--- config.mk ---
export PLATFORM = sky130hd
export DESIGN_NAME = frequency_dump_master
export DESIGN_NICKNAME = d
export VERILOG_FILES = /design/src/rtl/frequency_dump_master.sv
export SDC_FILE = /design/constraint.sdc
export NUM_CORES = 1
export LEC_CHECK = 0
export ABC_AREA = 1
export CAP_MARGIN = 20
export CORE_ASPECT_RATIO = 1.4
export CORE_MARGIN = 2
export CORE_UTILIZATION = 35
export DETAILED_ROUTE_END_ITERATION = 8
export PLACE_DENSITY = 0.74
export SKIP_LAST_GASP = 1
export SYNTH_ARGS = -nofsm -noshare
export SYNTH_HDL_FRONTEND = slang
export SYNTH_SLANG_ARGS = --single-unit
--- constraint.sdc ---
create_clock -name m00_axi_aclk -period 1.4 [get_ports m00_axi_aclk]
set_input_delay 0.14 -clock m00_axi_aclk [delete_from_list [all_inputs] [get_ports m00_axi_aclk]]
set_output_delay 0.14 -clock m00_axi_aclk [all_outputs]
set_load 0.05 [all_outputs]
--- src/rtl/frequency_dump_master.sv ---
// frequency_dump_master
//   AXI4-Lite master that asks a frequency-measurement slave to dump its
//   results. On start it writes DUMP_FREQUENCIES_REQUEST to CTRL_REG_ADDR,
//   waits for the write response, then reads RESULT_COUNT words starting at
//   RESULT_BASE_ADDR, one at a time. Each good read beat is presented on
//   result_data/result_index, qualified by a one-cycle result_valid strobe.
//   A slave error on B or R aborts the dump and sets the sticky error flag.
//
// Ports
//   m00_axi_aclk, m00_axi_aresetn : clock, async active-low reset
//   start        : dump request, sampled only while idle
//   busy         : high whenever a dump is in progress
//   done         : one-cycle pulse when a dump ends (good or bad)
//   error        : sticky slave-error flag, cleared by the next accepted start
//   result_data  : captured read data
//   result_index : index of the word in result_data
//   result_valid : one-cycle strobe qualifying result_data/result_index
//   m00_axi_*    : AXI4-Lite master channels (AW, W, B, AR, R)
module frequency_dump_master #(
  parameter int DUMP_FREQUENCIES_REQUEST = 666,
  parameter int C_M00_AXI_DATA_WIDTH     = 32,
  parameter int C_M00_AXI_ADDR_WIDTH     = 5,
  parameter int CTRL_REG_ADDR            = 0,
  parameter int RESULT_BASE_ADDR         = 4,
  parameter int RESULT_COUNT             = 6
) (
  input  logic                                m00_axi_aclk,
  input  logic                                m00_axi_aresetn,
  input  logic                                start,
  output logic                                busy,
  output logic                                done,
  output logic                                error,
  output logic [C_M00_AXI_DATA_WIDTH-1:0]     result_data,
  output logic [2:0]                          result_index,
  output logic                                result_valid,
  output logic [C_M00_AXI_ADDR_WIDTH-1:0]     m00_axi_awaddr,
  output logic [2:0]                          m00_axi_awprot,
  output logic                                m00_axi_awvalid,
  input  logic                                m00_axi_awready,
  output logic [C_M00_AXI_DATA_WIDTH-1:0]     m00_axi_wdata,
  output logic [C_M00_AXI_DATA_WIDTH/8-1:0]   m00_axi_wstrb,
  output logic                                m00_axi_wvalid,
  input  logic                                m00_axi_wready,
  input  logic [1:0]                          m00_axi_bresp,
  input  logic                                m00_axi_bvalid,
  output logic                                m00_axi_bready,
  output logic [C_M00_AXI_ADDR_WIDTH-1:0]     m00_axi_araddr,
  output logic [2:0]                          m00_axi_arprot,
  output logic                                m00_axi_arvalid,
  input  logic                                m00_axi_arready,
  input  logic [C_M00_AXI_DATA_WIDTH-1:0]     m00_axi_rdata,
  input  logic [1:0]                          m00_axi_rresp,
  input  logic                                m00_axi_rvalid,
  output logic                                m00_axi_rready
);

  localparam int AW = C_M00_AXI_ADDR_WIDTH;
  localparam int DW = C_M00_AXI_DATA_WIDTH;

  localparam logic [AW-1:0] CTRL_ADDR = AW'(CTRL_REG_ADDR);
  localparam logic [AW-1:0] RES_BASE  = AW'(RESULT_BASE_ADDR);
  localparam logic [DW-1:0] CMD_WORD  = DW'(DUMP_FREQUENCIES_REQUEST);
  localparam logic [2:0]    LAST_IDX  = 3'(RESULT_COUNT - 1);
  localparam logic [1:0]    RESP_OKAY = 2'b00;

  typedef enum logic [2:0] {
    S_IDLE, S_WRITE, S_WRESP, S_RADDR, S_RDATA, S_FINISH
  } state_t;

  state_t state, state_nxt;

  logic          aw_vld, w_vld, ar_vld;
  logic          aw_done, w_done;   // handshake already completed this write
  logic [2:0]    idx;
  logic          aw_hs, w_hs, ar_hs, b_hs, r_hs;
  logic [AW-1:0] rd_addr;

  assign aw_hs = aw_vld & m00_axi_awready;
  assign w_hs  = w_vld  & m00_axi_wready;
  assign ar_hs = ar_vld & m00_axi_arready;
  assign b_hs  = m00_axi_bready & m00_axi_bvalid;
  assign r_hs  = m00_axi_rready & m00_axi_rvalid;

  // Wraps silently at the address width.
  assign rd_addr = RES_BASE + AW'({idx, 2'b00});

  // Address/data buses are zero unless their valid is up, so they read as
  // zero in reset and idle and stay stable for the whole valid window.
  assign m00_axi_awvalid = aw_vld;
  assign m00_axi_awaddr  = aw_vld ? CTRL_ADDR : '0;
  assign m00_axi_awprot  = 3'b000;
  assign m00_axi_wvalid  = w_vld;
  assign m00_axi_wdata   = w_vld ? CMD_WORD : '0;
  assign m00_axi_wstrb   = w_vld ? '1 : '0;
  assign m00_axi_bready  = (state == S_WRESP);
  assign m00_axi_arvalid = ar_vld;
  assign m00_axi_araddr  = ar_vld ? rd_addr : '0;
  assign m00_axi_arprot  = 3'b000;
  assign m00_axi_rready  = (state == S_RDATA);

  assign busy = (state != S_IDLE);
  assign done = (state == S_FINISH);

  always_ff @(posedge m00_axi_aclk or negedge m00_axi_aresetn) begin
    if (!m00_axi_aresetn) state <= S_IDLE;
    else                  state <= state_nxt;
  end

  always_comb begin
    state_nxt = state;
    case (state)
      S_IDLE:   if (start) state_nxt = S_WRITE;
      // AW and W may complete in either order or together.
      S_WRITE:  if ((aw_done | aw_hs) && (w_done | w_hs)) state_nxt = S_WRESP;
      S_WRESP:  if (b_hs) state_nxt = (m00_axi_bresp == RESP_OKAY) ? S_RADDR : S_FINISH;
      S_RADDR:  if (ar_hs) state_nxt = S_RDATA;
      S_RDATA: begin
        if (r_hs) begin
          if (m00_axi_rresp != RESP_OKAY) state_nxt = S_FINISH;
          else if (idx < LAST_IDX)        state_nxt = S_RADDR;
          else                            state_nxt = S_FINISH;
        end
      end
      S_FINISH: state_nxt = S_IDLE;
      default:  state_nxt = S_IDLE;
    endcase
  end

  always_ff @(posedge m00_axi_aclk or negedge m00_axi_aresetn) begin
    if (!m00_axi_aresetn) begin
      aw_vld       <= 1'b0;
      w_vld        <= 1'b0;
      ar_vld       <= 1'b0;
      aw_done      <= 1'b0;
      w_done       <= 1'b0;
      idx          <= '0;
      error        <= 1'b0;
      result_data  <= '0;
      result_index <= '0;
      result_valid <= 1'b0;
    end else begin
      result_valid <= 1'b0;
      case (state)
        S_IDLE: begin
          if (start) begin
            error   <= 1'b0;
            idx     <= '0;
            aw_vld  <= 1'b1;
            w_vld   <= 1'b1;
            aw_done <= 1'b0;
            w_done  <= 1'b0;
          end
        end
        S_WRITE: begin
          if (aw_hs) begin
            aw_vld  <= 1'b0;
            aw_done <= 1'b1;
          end
          if (w_hs) begin
            w_vld  <= 1'b0;
            w_done <= 1'b1;
          end
        end
        S_WRESP: begin
          if (b_hs) begin
            if (m00_axi_bresp == RESP_OKAY) ar_vld <= 1'b1;
            else                            error  <= 1'b1;
          end
        end
        S_RADDR: begin
          if (ar_hs) ar_vld <= 1'b0;
        end
        S_RDATA: begin
          if (r_hs) begin
            if (m00_axi_rresp == RESP_OKAY) begin
              result_data  <= m00_axi_rdata;
              result_index <= idx;
              result_valid <= 1'b1;
              if (idx < LAST_IDX) begin
                idx    <= idx + 3'd1;
                ar_vld <= 1'b1;
              end
            end else begin
              error <= 1'b1;
            end
          end
        end
        default: ;
      endcase
    end
  end

endmodule

* Word-level counts from Yosys, hierarchy flattened
Cells that the tools add are included.
** Word-level totals
- Register bits :: 48
- Bits in latches :: 0
- RAM bits :: 0
- ROM bits :: 0
- Input bits :: 44
- Output and inout bits :: 96
- Logic and storage cells :: 97
- Memories kept :: 0
** Operators by class
- $add $sub $neg :: 2
- $mul :: 0
- Divide/modulo/power cells :: 0
- $lt $le $gt $ge :: 1
- Eq/ne operators :: 17
- Shifts and indexed selects :: 0
- Mux-type cells :: 42
- Bitwise logic cells :: 7
- Reductions and logical operators :: 17
** Operators by type and width (number)
- 3-bit 2-to-1 mux :: 12
- 1-bit 2-to-1 mux :: 19
- 3-bit case mux with 5 select lines :: 1
- 2-bit != test (second input constant) :: 7
- 10-bit 2-to-1 mux :: 1
- 2-bit by 1-bit != test with 1-bit output (second input constant) :: 5
- 5-bit AND reduction :: 2
- 3-bit AND reduction :: 3
- 3-bit nonzero test :: 3
- 1-bit case mux with 2 select lines :: 4
- 7-bit AND reduction :: 1
- 3-bit by 2-bit == test with 1-bit output (second input constant) :: 2
- 3-bit == test (second input constant) :: 2
- 1-bit case mux with 3 select lines :: 2
- 3-bit case mux with 2 select lines :: 1
- 6-bit AND reduction :: 1
- 2-bit nonzero test :: 3
- 3-bit by 5-bit adder with 5-bit output (first input constant) :: 1
- 1-bit bitwise AND :: 5
- 5-bit 2-to-1 mux :: 1
- 2-bit logical NOT :: 2
- 4-bit 2-to-1 mux :: 1
- 3-bit by 1-bit adder with 3-bit output (second input constant) :: 1
- 3-bit by 1-bit == test with 1-bit output (second input constant) :: 1
- 4 further kinds :: 5

* Logic depth before layout (Yosys ltp)
- Word-level depth :: 5
- Depth in mapped cells :: 9
- Mapped depth without buffers :: 9

* Least setup slack after synthesis
Ideal clock, no wire load.
- Path type :: reg-to-reg
- Start point :: register state[2]
- End point :: register ar_vld (netlist: m00_axi_arvalid)
- Library setup time :: 120 ps
- Arrival :: 1750 ps
- Data required time :: 1280 ps
- Path slack :: -470 ps
- Stages on the path, launching flop included :: 9
- Buffers on the path :: 0
- Period minus slack after synthesis :: 1870 ps
- Cells stage by stage :: dfrtp_1 > inv_2 > nand2_1 > nor2_1 > nand2_1 > nand2_1 > nor2_1 > nand3_1 > nand2_1
** On the way
- Cells in the longest elaborated chain, start to end :: 4
- Elaborated cells between the ends (all ways) :: 14
- Classes of those cells :: eq/ne: 9; mux: 1; bitwise: 2; reduce/logical: 2
** Ends and longest elaborated chain
- from (decl) :: RTL line 70 : state_t state, state_nxt;
- from (signal assigned) :: RTL line 106 : else state <= state_nxt;
- 3-bit by 2-bit == test with 1-bit output (*) :: RTL line 95 : assign m00_axi_bready = (state == S_WRESP);
- named net m00_axi_bready :: RTL line 46 : output logic m00_axi_bready,
- 1-bit bitwise AND :: RTL line 81 : assign b_hs = m00_axi_bready & m00_axi_bvalid;
- 2-bit by 1-bit != test with 1-bit output (no source line)
- 7-bit AND reduction (no source line)
- to (signal assigned) :: RTL line 133 : ar_vld <= 1'b0;
- to (signal assigned) :: RTL line 166 : if (m00_axi_bresp == RESP_OKAY) ar_vld <= 1'b1;
- to (signal assigned) :: RTL line 171 : if (ar_hs) ar_vld <= 1'b0;
- to (decl) :: RTL line 72 : logic aw_vld, w_vld, ar_vld;
The timed path passes the listed nets; every way through them passes the cells marked *.
A chain may end at the register's enable or synchronous reset.

* Worst setup path in the final report
- Start point :: register idx[1]
- End point :: output m00_axi_araddr[4]
** On the way
- Cells in the longest elaborated chain, start to end :: 2
** Ends and longest elaborated chain
- from (decl) :: RTL line 74 : logic [2:0] idx;
- from (signal assigned) :: RTL line 180 : idx <= idx + 3'd1;
- 3-bit by 5-bit adder with 5-bit output :: RTL line 85 : assign rd_addr = RES_BASE + AW'({idx, 2'b00});
- 5-bit 2-to-1 mux :: RTL line 97 : assign m00_axi_araddr = ar_vld ? rd_addr : '0;
- to (decl) :: RTL line 47 : output logic [C_M00_AXI_ADDR_WIDTH-1:0] m00_axi_araddr,
No other way between the ends.

==> summary.md <==
### Outcome
- result of the run: complete, but fails checks
- violated checks: negative setup slack

### Die
- height of the chip: 105 microns
- I/O pin total: 140
- starting density of the core: 0.364
- count of standard-cell rows: 36
- die outline area: 0.00803 sq mm
- Std-Cell Core Area: 0.00703 sq mm
- Die X: 76.3 microns

### Synthesis
- share of the yosys chip area belonging to registers: 0.469
- Simple-Gate Fraction of Synth Area: 0.295
- post-synthesis cell area: 0.00256 sq mm
- post-synthesis adder-cell area fraction: 0.00489
- average size of a mapped cell: 7.81 sq um
- number of enable flip-flop cells after synthesis: 0
- post-synthesis instance total: 328
- dominant combinational cell family by area after synthesis: simple AND/OR/NAND/NOR gates
- complex-gate fraction of the synthesized area: 0.0215
- share of cell area taken by muxes after synthesis: 0
- Yosys warning total: 0
- Cell variety after synth: 18
- proportion of synthesized flip-flops having asynchronous set or reset: 1.00
- most used flip-flop cell after synthesis: dfrtp_1
- post-synthesis sequential element count: 48
- xor and xnor fraction of the mapped netlist area: 0.00342

### Power and ir drop
- PwrDens: 2290 mW/mm^2
- power spent charging and discharging nets: 4800 uW
- part of the power in combinational logic: 0.678
- switching part of the total: 0.502
- sequential fraction of design power: 0.231
- maximum VDD drop: 1.32 mV
- Clk pwr share: 0.091
- total internal power: 4750 uW
- Leakage Power: 0.00223 uW

### Clock tree
- Clock Pin Slew Worst Setup and Hold Paths: 90 ps
- TritonCTS Buffers: 5
- clock sinks: 48
- number of levels in the clock H-tree: 2
- buffer depth of the longest clock path: 2
- clock insertion delay at the later pin of the skew report: 300 ps
- root buffer selected by CTS: clkbuf_8
- clock tree from TritonCTS: yes

### Cells and area
- # diodes: 0
- non-filler instance count after layout: 550
- Layout fillers: 638
- number of nets in the final layout: 499
- fraction of layout instances using a drive strength above 1: 0.325
- layout overhead on the synthesized area: 62.9%

### Timing
- number of hold violations in the final report: 0
- final cycle utilization of the critical path: 1.07
- Max Clk Rate: 0.666 GHz
- Fin Setup TNS: -194 ps
- RSZ-0062 raised after global routing: true
- Max Clock Skew: 11.0 ps
- max-slew violations: 0
- min cycle time layout: 1500 ps
- minimum setup slack in the final design: -102 ps
- count of final setup violators: 4

### Drt
- DRT iter0 DRCs: 84
- detailed-routing iteration count for the pre-antenna-repair pass: 5
- routed wirelength normalized by instance count: 11.7 microns
- DRC violations left: 0
- drt via density: 4.33
- number of nets with antenna violations after routing: 0
- count of vias placed by the detailed router: 2,382
- aggregate routed wire length: 6440 microns

### Placed design
- Placer Congestion: 0.859
- Setup Slack @ Placement: -108 ps
- HPWL reported at the end of detailed placement: 4870 microns
- number of port buffers: 99
- placed cell count: 527

### Setup path
- critical path capture point type: primary output
- data required time of the worst path: 1260 ps
- critical path class: register to primary output
- startpoint class of the critical path: register
- worst setup path startpoint: idx[1]$_DFFE_PN0P_
- launch instance of the worst register-to-register path: state[2]$_DFFE_PN0P_
- Max FO, Critical Path: 2
- endpoint arrival time on the critical path: 1360 ps

### Global route
- vias in the first global route: 2,289
- gr ovfl total: 0
- initial antenna violation count: 0
- largest net degree at the start of global routing: 31
- global-route wire length before repair: 10,500 microns
- global-route usage over all layers: 0.161

### Flow run
- MaxCap Viol Count: 0

### Hold path
- path type of the worst min-delay path: primary input to asynchronous set/reset pin

metal layers:
metal  global-route usage  vias up  share of wire
met5                    0        -              0
met4               0.0597        0          0.022
met3               0.0342       14          0.063
met2                0.298       98           0.54
met1                0.181     1107           0.38
li1                     -     1163              -
power by group through the flow:
stage | logic, uW | clock network, uW | registers (uW)
2_1_floorplan | 2290 | 0 | 3560
3_3_place_gp | 5820 | 0 | 2200
3_5_place_dp | 5900 | 0 | 2210
4_1_cts | 6120 | 908 | 2190
5_1_grt | 6860 | 956 | 2280
6_report | 6480 | 873 | 2210
final timing paths:
| check | slack [ps] | cells past startpoint | end |
|---|---|---|---|
| worst max-delay path | -100 | 5 | m00_axi_araddr[4] |
| worst max register to register | 20 | 9 | m00_axi_arvalid$_DFFE_PN0P_ |
| worst min-delay path | 320 | 2 | result_data[21]$_DFFE_PN0P_ |
| min in group m00_axi_aclk | 360 | 3 | result_data[0]$_DFFE_PN0P_ |
| worst min register to register | 480 | 2 | result_data[21]$_DFFE_PN0P_ |
| max in group asynchronous | 560 | 3 | m00_axi_arvalid$_DFFE_PN0P_ |
critical path, cell delays in order (launching register included):
cell     delay, ps
dfrtp_1        430
ha_4           190
xor2_4         150
inv_2           60
nor2_4          90
buf_12         140
state kept, by name, indices dropped and copies added (netlist names):
name and count:
m00_axi_arvalid 1, idx 3, result_index 3, error 1, w_done 1, m00_axi_wvalid 1, m00_axi_awvalid 1, result_data 32
result_valid 1, aw_done 1, state 3
logic make-up (layout without fill, tap and decap cells):
logic type | after synthesis | after routing
AO/OA/AOI/OAI | 11 | 11
buffers and inverters | 77 | 165
AND/OR/NAND/NOR | 189 | 189
XOR/XNOR | 1 | 1
other | 1 | 40
adder cells (fa/ha/maj) | 1 | 1
flip-flops | 48 | 48
cells in the final DEF, fill, tap and decap left out, drive strengths merged:
cell and count:
inv 21, a21oi 1, nand2 151, nor3 1, o21ai 10, clkdlybuf4s50 42, nand3 13, clkbuf 6
nand3b 2, nor2 19, dfrtp 48, conb 40, dlygate4sd3 1, nand4 3, ha 1, buf 93
clkinvlp 2, xor2 1
through the flow:
stage          total power, uW  instance area (sq um)   util  hold WS (ps)
3_5_place_dp              8100                   3750  0.533           112
3_3_place_gp              8020                   3750  0.533           107
5_1_grt                  10100                   4170  0.594           367
2_1_floorplan             5850                   2730      -          -156
4_1_cts                   9220                   3970  0.565           328
6_report                  9560                   4170  0.594           316
Yosys cell counts (2+ instances only):
master | n | share of area
buf_4 | 49 | 0.14
nand3b_1 | 2 | 0.0059
inv_2 | 2 | 0.0029
nor2_1 | 18 | 0.026
inv_1 | 19 | 0.028
nand2_1 | 151 | 0.22
o21ai_0 | 10 | 0.020
nand4_1 | 3 | 0.0073
nand3_1 | 12 | 0.023
buf_6 | 7 | 0.031
dfrtp_1 | 48 | 0.47
cell type report:
| cell class | instances | area [sq um] | area share |
|---|---|---|---|
| inverters | 21 | 81.3 | 0.0195 |
| clock buffers | 6 | 82.6 | 0.0198 |
| multi-input cells | 242 | 1170 | 0.281 |
| flip-flops and latches | 48 | 1200 | 0.289 |
| repair buffers | 136 | 1500 | 0.359 |
| well taps | 95 | 119 | 0.0285 |
| clock inverters | 2 | 15.0 | 0.00360 |
what timing repair did:
item | in CTS | in global routing
setup buffers | 10 | 6
endpoints found under the setup margin | 8 | 19
hold endpoints to repair | 18 | 0
hold buffers | 1 | 0
gates cloned | 0 | 0
pin swaps | 3 | 25
resized for setup | 12 | 53
Power figures use the tool's default switching activity.
